--- src/rtl/main_decoder.sv ---
`default_nettype none
// ---------------------------------------------------------------------------
// Module      : main_decoder
// Description : LEGv8 single-cycle main control decoder with exception status
//               and an exception-mode flag that masks external interrupts.
// Revision    : 1.0 - initial release
// ---------------------------------------------------------------------------
module main_decoder (
  input  logic        clk,
  input  logic        reset,
  input  logic [10:0] Op,
  input  logic        ExtIRQ,
  output logic        Reg2Loc,
  output logic [1:0]  ALUSrc,
  output logic        MemtoReg,
  output logic        RegWrite,
  output logic        MemRead,
  output logic        MemWrite,
  output logic        Branch,
  output logic [1:0]  ALUOp,
  output logic        ERet,
  output logic [3:0]  EStatus
);

  localparam logic [3:0] C_EST_NONE    = 4'b0000;
  localparam logic [3:0] C_EST_EXTIRQ  = 4'b0001;
  localparam logic [3:0] C_EST_INVALID = 4'b0010;

  // {Reg2Loc, ALUSrc, MemtoReg, RegWrite, MemRead, MemWrite, Branch, ERet, ALUOp}
  logic [10:0] w_ctrl;
  logic        w_valid;
  logic [3:0]  w_estatus;
  logic        r_excmode;

  always_comb begin
    w_ctrl  = 11'b0;
    w_valid = 1'b1;
    casez (Op)
      11'b11111000010: w_ctrl = 11'b0_01_1_1_1_0_0_0_00;  // LDUR
      11'b11111000000: w_ctrl = 11'b1_01_0_0_0_1_0_0_00;  // STUR
      11'b10110100???: w_ctrl = 11'b1_00_0_0_0_0_1_0_01;  // CBZ
      11'b10001011000,
      11'b11001011000,
      11'b10001010000,
      11'b10101010000: w_ctrl = 11'b0_00_0_1_0_0_0_0_10;  // ADD/SUB/AND/ORR
      11'b1001000100?,
      11'b1101000100?: w_ctrl = 11'b0_10_0_1_0_0_0_0_10;  // ADDI/SUBI
      11'b11010110100: w_ctrl = 11'b0_00_0_0_0_0_0_1_01;  // ERET
      default:         w_valid = 1'b0;
    endcase
  end

  always_comb begin
    w_estatus = C_EST_NONE;
    if (!reset)
      w_estatus = C_EST_NONE;
    else if (!w_valid)
      w_estatus = C_EST_INVALID;
    else if (ExtIRQ && !r_excmode)
      w_estatus = C_EST_EXTIRQ;
  end

  // Reset gates the outputs combinationally so assertion takes effect mid-cycle.
  assign {Reg2Loc, ALUSrc, MemtoReg, RegWrite, MemRead, MemWrite, Branch, ERet, ALUOp} =
         reset ? w_ctrl : 11'b0;
  assign EStatus = w_estatus;

  always_ff @(posedge clk or negedge reset) begin
    if (!reset)
      r_excmode <= 1'b0;
    else if (w_estatus != C_EST_NONE)
      r_excmode <= 1'b1;
    else if (ERet)
      r_excmode <= 1'b0;
  end

endmodule
`default_nettype wire

--- config.mk ---
export PLATFORM = sky130hd
export DESIGN_NAME = main_decoder
export DESIGN_NICKNAME = d
export VERILOG_FILES = /design/src/rtl/main_decoder.sv
export SDC_FILE = /design/constraint.sdc
export NUM_CORES = 1
export LEC_CHECK = 0
export ABC_CLOCK_PERIOD_IN_PS = 2400
export CAP_MARGIN = 40
export CORE_AREA = 2 2 39 41
export DETAILED_ROUTE_END_ITERATION = 10
export DIE_AREA = 0 0 41 43
export PLACE_DENSITY_LB_ADDON = 0.12
export SYNTH_ARGS = -nofsm -noshare
export SYNTH_HDL_FRONTEND = slang
export SYNTH_SLANG_ARGS = --single-unit
--- constraint.sdc ---
create_clock -name clk -period 2.4 [get_ports clk]
set_input_delay 0.48 -clock clk [delete_from_list [all_inputs] [get_ports clk]]
set_output_delay 0.48 -clock clk [all_outputs]
set_load 0.005 [all_outputs]
==> results of run 1 <==
[layout make-up]
cell class | count | area, um^2 | share of cell area, %
Sequential cell | 1 | 25.0 | 3.29
Multi-Input combinational cell | 37 | 319 | 42.0
Inverter | 2 | 7.51 | 0.988
Timing Repair Buffer | 51 | 388 | 51.1
Tap cell | 16 | 20.0 | 2.64
[cell families (layout without fill, tap and decap cells)]
logic type             Yosys count  in the layout  synth area share [%]
buffers and inverters            5             53                  9.75
AO/OA/AOI/OAI                    6              6                  19.1
AND/OR/NAND/NOR                 29             29                  61.8
other                            1              2                  1.22
flip-flops                       1              1                  8.13
[power by group through the flow]
stage / logic (uW) / registers (uW) / clock network [uW]
3_3_place_gp: 59.6 / 17.2 / 0
5_1_grt: 67.1 / 17.2 / 0
4_1_cts: 56.4 / 17.2 / 0
6_report: 61.4 / 17.2 / 0
3_5_place_dp: 59.0 / 17.2 / 0
2_1_floorplan: 16.0 / 17.2 / 0
[worst max-delay path, delay by kind of cell]
| kind | cells | cell delay (ns) |
|---|---|---|
| AO/OA/AOI/OAI | 1 | 0.27 |
| buffers and inverters | 3 | 0.38 |
| AND/OR/NAND/NOR | 3 | 0.71 |
[Yosys cell counts (2+ instances only)]
master	instances
nor2_1	5
and2_1	3
buf_4	3
nand2_1	3
nand4b_1	2
nor3_1	2
o21ai_0	2
or2_1	2
[metrics by stage]
stage	instances	util, %
2_1_floorplan	43	-
5_1_grt	107	54.9
6_report	107	54.9
4_1_cts	106	53.1
3_5_place_dp	100	50.9
3_3_place_gp	100	50.9
[timing repair]
item                       in CTS  in global routing
gates resized for setup        62                 17
hold endpoints to repair        0                  0
setup buffers                   6                  1
setup endpoints to repair      13                 12
pin swaps                       9                  7
[worst max-delay path by stage]
stage,from,endpoint,slack [ns],depth (start not counted)
after floorplan,Op[2],RegWrite,0.29,6
after global placement,Op[2],EStatus[0],-0.66,6
after detailed placement,Op[2],RegWrite,-0.68,8
after CTS,Op[6],MemtoReg,0.004,7
after global routing,Op[9],EStatus[0],-0.01,8
final,Op[5],EStatus[0],0.07,7
[routing by layer]
layer	global-route usage, %	routed length [um]
met4	0	0
met3	0.524	78
met2	25.0	587
met1	17.5	398
met5	0	0
==> summary.txt, run 1 <==
Synthesis
  • Leading area contributor after synthesis: dfrtp_1
  • Post-synth top area share: 8.13%
  • Synth Flop Type: dfrtp_1
  • Area contributors post-synth: dfrtp_1, buf_4, o31ai_4
  • EDFF count, synth: 0
  • Gate Count Post-Synth: 42
  • Sequential cell area fraction in the yosys report: 8.13%
  • Yosys warnings: 0
  • Syn Area/Cell: 7.33 um^2
  • Post-Synthesis Cell Area: 308 um^2
  • Synthesized flop and latch total: 1
  • Yosys cell types: 28
  • Asr flop ratio synth: 100%

Timing
  • Final setup fails: 0
  • Hold_ws: 0.630 ns
  • RSZ-0062 raised after global routing: yes
  • Final Slew Violations: 0
  • Skew final: 0 ns
  • Tcrit/Tclk final: 96.9%
  • Clock period minus worst slack: 2.33 ns
  • Fin worst setup slack: 0.0744 ns
  • F_max: 430 MHz
  • Final Hold Fails: 0
  • Setup_tns: 0 ns

Finish
  • Post-route cell area: 759 um^2
  • Ant diodes: 0
  • Layout cell share with drive strength beyond 1: 60.4%
  • Most common cell after layout, fill and taps aside: buf_4
  • Max reg flops: 1
  • Layout area overhead: 147%
  • Commonest non-fill, non-tap cells in the layout: buf_4, dlygate4sd2_1, buf_2
  • Reg with most FFs: r_excmode
  • Nets: 107
  • Largest regs: r_excmode: 1 flops
  • Fillers: 145

Pwr
  • Combinational share of power: 78.1%
  • P_int: 52.8 uW
  • Total power: 78.5 uW
  • Clk pwr share: 0%
  • PwrDens: 103 mW/mm^2
  • Switching fraction of total power: 32.8%
  • Max IR drop VDD: 0.0555 mV
  • Seq pwr share: 21.9%
  • Net switching power: 25.8 uW
  • Pleak: 0.000388 uW

Floorplan
  • Die area: 0.00176 mm^2
  • Die Span Y: 43 um
  • Core area: 0.00138 mm^2
  • Row cnt: 14
  • Starting Density: 22.2%
  • # IOs: 29
  • Die X: 41 um

Place
  • Placed cell areas: 704 um^2
  • Routability cong.: 0.725
  • Setup WS pre-CTS: -0.682 ns
  • Number of port buffers: 26
  • HPWL Detailed: 867 um

Worst setup path
  • Required @ worst endpoint: 1.92 ns
  • Slowest cell on crit path: or4b_4
  • CP Cell Sequence: buf_8, or4b_4, o31ai_4, buf_4, nor3_2, nor3_1, buf_2
  • Worst r2r src: r_excmode
  • Critical Path AT: 1.85 ns
  • Crit path kind: in -> out
  • Reg-to-reg slack, setup: 1.53 ns
  • Critical Path Start Type: input pin
  • FF-to-FF End: r_excmode
  • Critical path capture point type: output pin
  • R2R depth: 3
  • Max incr delay on CP: 0.57 ns
  • Crit Path Max Fanout: 3

Hold path
  • Hold Crit Endpoint: r_excmode
  • Hold wc startpoint: r_excmode
  • Worst min-delay path class: reg -> reg
  • Worst hold stages: 3

Drt
  • Drt pass-1 iters: 3
  • Final wirelength: 1060 um
  • Antenna violation net count after detailed routing: 0
  • Via count: 477
  • Vias per std cell: 4.46
  • DRC viols: 0
  • Routed WL per cell: 9.94 um
  • Initial DRC count: 2

Global route
  • Initial antenna violation count: 0
  • Largest net degree at the start of global routing: 8
  • Grt total ovfl: 0
  • Gr usage total: 13.6%
  • Vias in the first global route: 435
  • Global-route wire length before repair: 1790 um

CTS
  • Hold-fix buffers at CTS: 0
  • Worst-path clk slew: 0 ns
  • Later-pin clock latency in the skew report: 0 ns

Run
  • Maxcap violations: 0

Outcome
  • Status: finished, final reports clean
(Power assumes the default switching activity.)
==> run 2: changes to the inputs <==
Settings changed: CTS_CLUSTER_SIZE from default to 40.
==> results of run 2 <==
The final DEF is identical to that of run 1; final timing and power are the same.
